## src/rtl/i2s_pkg.sv

```systemverilog
// i2s_pkg: shared defaults and types for the I2S transmit path.
//   I2S_SLOT_W   - BCLK periods per channel slot
//   I2S_DATA_W   - sample width
//   sample_t     - one mono sample
//   bitcnt_t     - bit position within a two-slot frame
package i2s_pkg;

    localparam int I2S_SLOT_W   = 32;
    localparam int I2S_DATA_W   = 16;
    localparam int I2S_BITCNT_W = $clog2(2 * I2S_SLOT_W);

    typedef logic [I2S_DATA_W-1:0]   sample_t;
    typedef logic [I2S_BITCNT_W-1:0] bitcnt_t;

endpackage

```

## src/rtl/i2s_tx_bclk_gen.sv

```systemverilog
// i2s_bclk_gen: divides clk into the I2S bit-clock phase and reports its
// transitions as single-cycle strobes, asserted in the cycle whose closing
// clk edge flips the phase.
//   clk  - system clock
//   rst  - synchronous active-high reset (phase low, count 0)
//   rise - phase goes 0->1 at the coming clk edge
//   fall - phase goes 1->0 at the coming clk edge
module i2s_bclk_gen #(
    parameter int BCLK_DIV = 4
) (
    input  logic clk,
    input  logic rst,
    output logic rise,
    output logic fall
);

    localparam int CW = (BCLK_DIV > 1) ? $clog2(BCLK_DIV) : 1;

    logic [CW-1:0] cnt;
    logic          phase;
    logic          tc;

    assign tc   = (cnt == CW'(BCLK_DIV - 1));
    assign rise = tc && !phase;
    assign fall = tc &&  phase;

    always_ff @(posedge clk) begin
        if (rst) begin
            cnt   <= '0;
            phase <= 1'b0;
        end else if (tc) begin
            cnt   <= '0;
            phase <= ~phase;
        end else begin
            cnt   <= cnt + 1'b1;
        end
    end

endmodule

```

## src/rtl/i2s_tx.sv

```systemverilog
// i2s_tx: I2S transmitter for mono samples. Accepts samples over a
// valid/ready handshake into a one-entry buffer and sends each frame's
// sample MSB-first in both the left and right slots, one BCLK after the
// word-select edge. All pin outputs move on BCLK falling edges.
//   clk_i, rst_i      - clock, synchronous active-high reset
//   sample_i          - two's-complement sample
//   sample_valid_i    - sample_i valid
//   sample_ready_o    - holding buffer empty
//   frame_start_o     - pulse when a new frame latches
//   underrun_o        - pulse when a frame starts with an empty buffer
//   bclk_o, lrclk_o, sdata_o - I2S pins (lrclk_o: 0 = left, 1 = right)
// Build option: I2S_TX_MUTE_ON_UNDERRUN_EN sends zeros on underrun frames
// instead of repeating the last sample.
module i2s_tx
    import i2s_pkg::*;
#(
    parameter int BCLK_DIV = 4,
    parameter int SLOT_W   = I2S_SLOT_W,
    parameter int DATA_W   = I2S_DATA_W
) (
    input  logic              clk_i,
    input  logic              rst_i,
    input  logic [DATA_W-1:0] sample_i,
    input  logic              sample_valid_i,
    output logic              sample_ready_o,
    output logic              frame_start_o,
    output logic              underrun_o,
    output logic              bclk_o,
    output logic              lrclk_o,
    output logic              sdata_o
);

    localparam int            BW       = $clog2(2 * SLOT_W);
    localparam logic [BW-1:0] LAST_BIT = BW'(2 * SLOT_W - 1);
    localparam logic [BW-1:0] RIGHT_P0 = BW'(SLOT_W);

    logic              bclk_rise;
    logic              bclk_fall;
    logic [BW-1:0]     bit_cnt;
    logic [BW-1:0]     bit_nxt;
    logic              frame_ev;
    logic              slot_ev;
    logic              full;
    logic [DATA_W-1:0] buffer;
    logic [DATA_W-1:0] frame;
    logic [DATA_W-1:0] frame_nxt;
    logic [DATA_W-1:0] last;
    logic [DATA_W-1:0] shreg;
    logic [DATA_W-1:0] underrun_val;

    i2s_bclk_gen #(
        .BCLK_DIV(BCLK_DIV)
    ) u_bclk (
        .clk  (clk_i),
        .rst  (rst_i),
        .rise (bclk_rise),
        .fall (bclk_fall)
    );

    assign sample_ready_o = !full;

`ifdef I2S_TX_MUTE_ON_UNDERRUN_EN
    assign underrun_val = '0;
`else
    assign underrun_val = last;
`endif

    always_comb begin
        bit_nxt   = (bit_cnt == LAST_BIT) ? '0 : bit_cnt + 1'b1;
        frame_ev  = bclk_fall && (bit_nxt == '0);
        // Each slot reloads the shifter, so left and right carry the same frame.
        slot_ev   = bclk_fall && ((bit_nxt == '0) || (bit_nxt == RIGHT_P0));
        frame_nxt = frame;
        if (frame_ev)
            frame_nxt = full ? buffer : underrun_val;
    end

    always_ff @(posedge clk_i) begin
        if (rst_i) begin
            bclk_o        <= 1'b0;
            lrclk_o       <= 1'b0;
            sdata_o       <= 1'b0;
            frame_start_o <= 1'b0;
            underrun_o    <= 1'b0;
            bit_cnt       <= LAST_BIT;
            full          <= 1'b0;
            buffer        <= '0;
            frame         <= '0;
            last          <= '0;
            shreg         <= '0;
        end else begin
            frame_start_o <= frame_ev;
            underrun_o    <= frame_ev && !full;

            if (bclk_rise)
                bclk_o <= 1'b1;
            else if (bclk_fall)
                bclk_o <= 1'b0;

            if (bclk_fall) begin
                bit_cnt <= bit_nxt;
                lrclk_o <= (bit_nxt >= RIGHT_P0);
                if (slot_ev) begin
                    // Slot bit 0 is the one-BCLK I2S delay.
                    sdata_o <= 1'b0;
                    shreg   <= frame_nxt;
                end else begin
                    // Zero fill past the LSB gives the trailing zeros.
                    sdata_o <= shreg[DATA_W-1];
                    shreg   <= shreg << 1;
                end
            end

            frame <= frame_nxt;

            // A full buffer blocks accepts, so drain and accept never overlap.
            if (frame_ev && full) begin
                last <= buffer;
                full <= 1'b0;
            end else if (sample_valid_i && !full) begin
                buffer <= sample_i;
                full   <= 1'b1;
            end
        end
    end

endmodule
```

## config.mk

```make
export PLATFORM = sky130hd
export DESIGN_NAME = i2s_tx
export DESIGN_NICKNAME = d
export VERILOG_FILES = /design/src/rtl/i2s_pkg.sv /design/src/rtl/i2s_tx_bclk_gen.sv /design/src/rtl/i2s_tx.sv
export SDC_FILE = /design/constraint.sdc
export NUM_CORES = 1
export LEC_CHECK = 0
export ABC_AREA = 1
export BUFFER_PORTS_ARGS = -buffer_cell sky130_fd_sc_hd__buf_2
export CORE_MARGIN = 3
export CORE_UTILIZATION = 40
export DETAILED_ROUTE_END_ITERATION = 8
export PLACE_DENSITY = 0.56
export SYNTH_ARGS = -nofsm -noshare
export SYNTH_HDL_FRONTEND = slang
export SYNTH_HIERARCHICAL = 1
export SYNTH_SLANG_ARGS = --single-unit
```

## constraint.sdc

```tcl
create_clock -name clk_i -period 2.96 [get_ports clk_i]
set_input_delay 0.444 -clock clk_i [delete_from_list [all_inputs] [get_ports clk_i]]
set_output_delay 0.444 -clock clk_i [all_outputs]
set_load 0.005 [all_outputs]
```

=== Word level (Yosys, flattened, before mapping) ===
Index checks and enable logic that the tools add are counted.

* Add/subtract/negate cells: 2
* Multiply operators: 0
* Divide/modulo/power cells: 0
* Magnitude comparators: 1
* Equal/unequal tests: 3
* Shifts and indexed selects: 0
* Multiplexer cells: 7
* Bitwise gates (word level): 2
* Reduce and logical (&&, ||, !) cells: 15

{| class="wikitable"
|+ Operator list
! operator !! number
|-
| 16-bit two-way mux || 3
|-
| 6-bit equality test (second input constant) || 2
|-
| 1-bit logical AND || 7
|-
| 6-bit by 1-bit adder with 6-bit output (second input constant) || 1
|-
| 6-bit >= comparator (second input constant) || 1
|-
| 6-bit zero test || 1
|-
| 6-bit two-way mux || 1
|-
| 2-bit OR reduction || 2
|-
| 1-bit two-way mux || 3
|-
| 2-bit by 1-bit adder with 2-bit output (second input constant) || 1
|-
| 2-bit equality test (second input constant) || 1
|-
| 1-bit zero test || 2
|-
| 1-bit inverter || 2
|-
| 2-bit AND reduction || 1
|-
| 2-bit nonzero test || 1
|-
| 1-bit logical OR || 1
|}

* Register bits: 79
* Latch bits: 0
* RAM bits: 0
* ROM bits: 0
* Bits of input ports: 19
* Output and inout bits: 6
* Logic and storage cells: 43
* Memories kept: 0

=== Depth between registers and ports, before layout ===
* Depth after elaboration: 7
* Depth in mapped cells: 13
* Gate-level depth less buffers: 12

=== Modules after synthesis ===
Netlist, hierarchy kept.

{| class="wikitable"
|+ Modules (own cells, without submodules)
! module !! instances !! cells an instance !! area an instance (um^2) !! sequential area each (um^2)
|-
| i2s_tx || 1 || 439 || 3219.3 || 1521.5
|-
| i2s_bclk_gen || 1 || 14 || 115.1 || 60.1
|}

=== Worst setup path before layout ===
No wires, ideal clock.

* Path kind: flip-flop to flip-flop
* From: register bit_cnt[0]
* To: register last[10]
* Library setup time: 124 ps
* Arrival time: 1636 ps
* Data required time: 2836 ps
* Slack: 1200 ps
* Stages on the path, launching flop included: 12
* Period minus slack after synthesis: 1760 ps
* Cell sequence: dfxtp_1 -> ha_1 -> nand4_1 -> nand2_1 -> nand3_2 -> nor2_8 -> nand2_4 -> inv_2 -> nand2_4 -> buf_6 -> nand3_1 -> o21ai_1

* Longest elaborated chain between the ends: 5
* Elaborated cells between the ends (all ways): 6
* Classes of those cells: add/sub: 1; eq/ne: 1; mux: 1; reduce/logical: 3

{| class="wikitable"
|+ Ends and longest elaborated chain
! element !! RTL line !! source
|-
| from (decl) || i2s_tx.sv:39 || <nowiki>logic [BW-1:0] bit_cnt;</nowiki>
|-
| from (signal assigned) || i2s_tx.sv:101 || <nowiki>bit_cnt <= bit_nxt;</nowiki>
|-
| 6-bit by 1-bit adder with 6-bit output or 6-bit equality test (tied branches) || i2s_tx.sv:69 || <nowiki>bit_nxt = (bit_cnt == LAST_BIT) ? '0 : bit_cnt + 1'b1;</nowiki>
|-
| 6-bit two-way mux (*) || i2s_tx.sv:69 ||
|-
| 6-bit zero test (*) || i2s_tx.sv:70 || <nowiki>frame_ev = bclk_fall && (bit_nxt == '0);</nowiki>
|-
| 1-bit logical AND (*) || i2s_tx.sv:70 ||
|-
| 1-bit logical AND (*) || i2s_tx.sv:117 || <nowiki>if (frame_ev && full) begin</nowiki>
|-
| to (signal assigned) || i2s_tx.sv:118 || <nowiki>last <= buffer;</nowiki>
|-
| to (decl) || i2s_tx.sv:47 || <nowiki>logic [DATA_W-1:0] last;</nowiki>
|}

Every way passes the cells marked *; elsewhere a longest branch is shown, timed or not.
A chain may end at the register's enable or synchronous reset.

=== Worst setup path after layout ===
* From: register bit_cnt[0]
* To: register shreg[5]

* Longest elaborated chain between the ends: 6
* Elaborated cells between the ends (all ways): 10
* Classes of those cells: add/sub: 1; eq/ne: 2; mux: 3; reduce/logical: 4

{| class="wikitable"
|+ Ends and longest elaborated chain
! element !! RTL line !! source
|-
| 6-bit by 1-bit adder with 6-bit output or 6-bit equality test (tied branches) || i2s_tx.sv:69 ||
|-
| 6-bit two-way mux (*) || i2s_tx.sv:69 ||
|-
| 6-bit zero test or 6-bit equality test (tied branches) || i2s_tx.sv:70, i2s_tx.sv:72 ||
|-
| 1-bit logical AND or 1-bit logical OR (tied branches) || i2s_tx.sv:70, i2s_tx.sv:72 ||
|-
| 16-bit two-way mux or 1-bit logical AND (tied branches) || i2s_tx.sv:74, i2s_tx.sv:72 ||
|-
| 16-bit two-way mux (*) || i2s_tx.sv:103 || <nowiki>if (slot_ev) begin</nowiki>
|-
| to (signal assigned) || i2s_tx.sv:106 || <nowiki>shreg <= frame_nxt;</nowiki>
|-
| to (signal assigned) || i2s_tx.sv:110 || <nowiki>shreg <= shreg << 1;</nowiki>
|-
| to (decl) || i2s_tx.sv:48 || <nowiki>logic [DATA_W-1:0] shreg;</nowiki>
|}

Marked as above.

==> out/qor.yml <==
detailed_routing:
  routed_wl_um: 6850
  wl_per_cell_um: 11.8
  drt_iter0_drc: 162
  drt.antenna.violating_nets: 0
  dr_wl_met2_um: 2910
  vias: 2776
  met3WireLength_um: 237
  first_pass_iters: 5
  top_layer_used: "met4"
  met1Wirelength_um: 3640
  drc: 0
  viasPerCell: 4.80
cts:
  clk_pin_slew_ns: 0.08
  cts_root_buffer: "clkbuf_8"
  cts.sinks: 79
  cts_tree: "done"
  cts-hold-fix-buffers: 0
  post_cts_resized: 0
  clkLatencyLatePin_ns: 0.35
  cts_setup_buffers: 0
  htree_levels: 3
  cts_buffers: 9
  clockBufferDepth: 2
power_and_ir_drop:
  p_leak_uw: 0.00178
  p_sw_share_pct: 24.0
  peakVddDrop_v: 0.000276
  clockPowerShare_pct: 38.9
  p_switching_uw: 489
  pwr-share-seq_pct: 54.6
  p_per_area_nw_per_um2: 548
  power.internal_uw: 1550
  p_comb_share_pct: 6.5
timing:
  clock_skew_ns: 0.00817
  setup_viol: 0
  timing_hold_violations_final: 0
  fmax_mhz: 452
  tightest_slew_ns: 0.538
  fin_crit_sh_pct: 74.7
  maxSlewHeadroom_pct: 64.1
  fin_hold_ws_ns: 0.314
  slew_violations: 0
  rsz0062_at_grt: "false"
  period_needed_ns: 2.21
  tns_ns: 0
finish:
  final_util_pct: 46.9
  drive_gt1_share_pct: 12.2
  design_area_um2: 3720
  fin_nets: 493
  diodes: 0
  area_growth_syn_to_layout_pct: 11.6
  fillCellCount: 854
yosys:
  synthMostInstantiatedCell: "nand2_1"
  synth_top_area_share_pct: 47.4
  synth-edff-count: 0
  synth_area_leaders: "dfxtp_1 (47%), nand2_1 (9.6%), nor2_1 (7.9%)"
  ys_top_cells_by_count: "nand2_1 (85), dfxtp_1 (79), nor2_1 (70)"
  synth-xor-area-share_pct: 0.488
  postSynth.asyncResetShare_pct: 0
  synth_top_family_by_area: "simple AND/OR/NAND/NOR gates"
  yosys.area_share.simple_pct: 27.7
  synth_largest_area_cell: "dfxtp_1"
  synth_cells: 453
  ys.flop_type: "dfxtp_1"
  synth_fa_ha_area_share_pct: 1.13
  synth_mux_area_share_pct: 0.901
  ys_types: 32
  synth-warning-count: 6
  netlist_area_um2: 3330
  ys_seq_area_share_pct: 47.4
  synth_compound_area_share_pct: 13.6
  synth_seq_cells: 79
  avgSynthCellArea_um2: 7.36
  synth_fp_nets: 475
grt:
  grt_max_degree: 41
  grt_pass1_vias: 2604
  grt_usage_pct: 15.2
  grt_first_pass_wirelength_um: 12100
  antenna_found_initial: 0
  grt-ovfl-total: 0
placed_design:
  gp_congestion: 0.706
  portBuffers: 24
  place.detailed.hpwl_um: 4550
  dpl_cell_area_um2: 3520
floorplan:
  num_rows: 32
  ioPinCount: 25
  initial_core_util_pct: 42.1
  die_w_um: 97.3
  dieArea_um2: 9470
  die_h_um: 97.3
  core_area_um2: 7930
run:
  maxCapViolations: 0
setup_path:
  cp_common_cell: "nand3_1"
  critPathKind: "register to register"
  slowest_stage: "dfxtp_1"
  crit_path_start_kind: "register"
  worstSetupEndpointType: "register"
  cp.required_ns: 3.19
  worstPathBufferInverterCount: 1
  critPathMaxStageDelay_ns: 0.43
  crit_path_max_fanout: 25
  cp_top_family: "simple AND/OR/NAND/NOR gates"
  cp.arrival_ns: 2.44
  crit_chain: "ha_1 > nand4_1 > nand2_1 > nand3_2 > nor2_8 > buf_4 > nand3_1 > nand3_1 > a21oi_1"
hold_path:
  hp-class: "primary input to register"
status:
  outcome: "finished clean"
path summary, 6_finish.rpt:
check,start,endpoint,slack (ns),cells past startpoint
max reg2reg,bit_cnt[0],shreg[5],0.75,9
min reg2reg,u_bclk/cnt[0],u_bclk/cnt[0],0.42,1
min,sample_i[10],buffer[10],0.31,3
max,bit_cnt[0],shreg[5],0.75,9
placed cells by master (no fill, tap or decap), drive strengths merged, types with 2 or more instances in the layout:
| cell type | netlist | final |
|---|---|---|
| buf | 11 | 32 |
| nor3 | 2 | 2 |
| dfxtp | 79 | 79 |
| mux2i | 3 | 3 |
| a21boi | 7 | 7 |
| nand3 | 43 | 43 |
| clkbuf | 14 | 10 |
| ha | 3 | 3 |
| a21oi | 30 | 30 |
| inv | 43 | 43 |
| nand4 | 5 | 5 |
| clkinvlp | 0 | 2 |
| o2111ai | 3 | 3 |
| clkinv | 3 | 6 |
| o21ai | 41 | 41 |
| nand2 | 89 | 89 |
| nor2 | 72 | 72 |
flip-flops by register name (all words and copies together), names as in the netlist:
name / cells
u_bclk/cnt: 2
bit_cnt: 6
sdata_o: 1
shreg: 16
buffer: 16
u_bclk/phase: 1
bclk_o: 1
full: 1
lrclk_o: 1
frame_start_o: 1
last: 16
frame: 16
underrun_o: 1
cell type report:
type                            count  area [um^2]  area share (%)
Inverter                           46          173            4.64
Sequential cell                    79         1580            42.5
Clock buffer                       10          138            3.70
Timing Repair Buffer               32          180            4.84
Clock inverter                      6         60.1            1.61
Tap cell                          102          128            3.43
Multi-Input combinational cell    303         1460            39.3
worst min-delay path: cells and delay by family:
family,cells,cell delay [ns]
buf+inv,1,0.07
simple gates,2,0.11
power groups by stage:
stage	sequential (uW)	combinational, uW	clock, uW
final	1110	132	793
after global routing	1120	152	875
after CTS	1110	134	819
after detailed placement	1140	133	0
after global placement	1140	133	0
after floorplan	1130	94.8	0
through the flow:
stage                     setup slack [ns]  total power (uW)  instances
final                                0.748              2040        578
after global routing                 0.488              2140        578
after CTS                            0.729              2070        578
after detailed placement             0.759              1270        562
after global placement               0.780              1270        562
after floorplan                       1.20              1230        453
kinds of logic after synthesis:
family                     count (synthesis)
buffers and inverters                     71
DFF                                       79
xor gates and xnor gates                   1
and+or+nand+nor                          213
muxes                                      3
adders and majority gates                  3
AOI/OAI and AO/OA                         83
per-layer routing:
metal  GRT usage (%)  vias to the layer above
met5               0                        -
met4            4.58                        0
met3            4.31                        5
met2            23.8                       40
met1            20.4                     1239
li1                -                     1492
No activity file was read; power rests on OpenSTA's default activity.
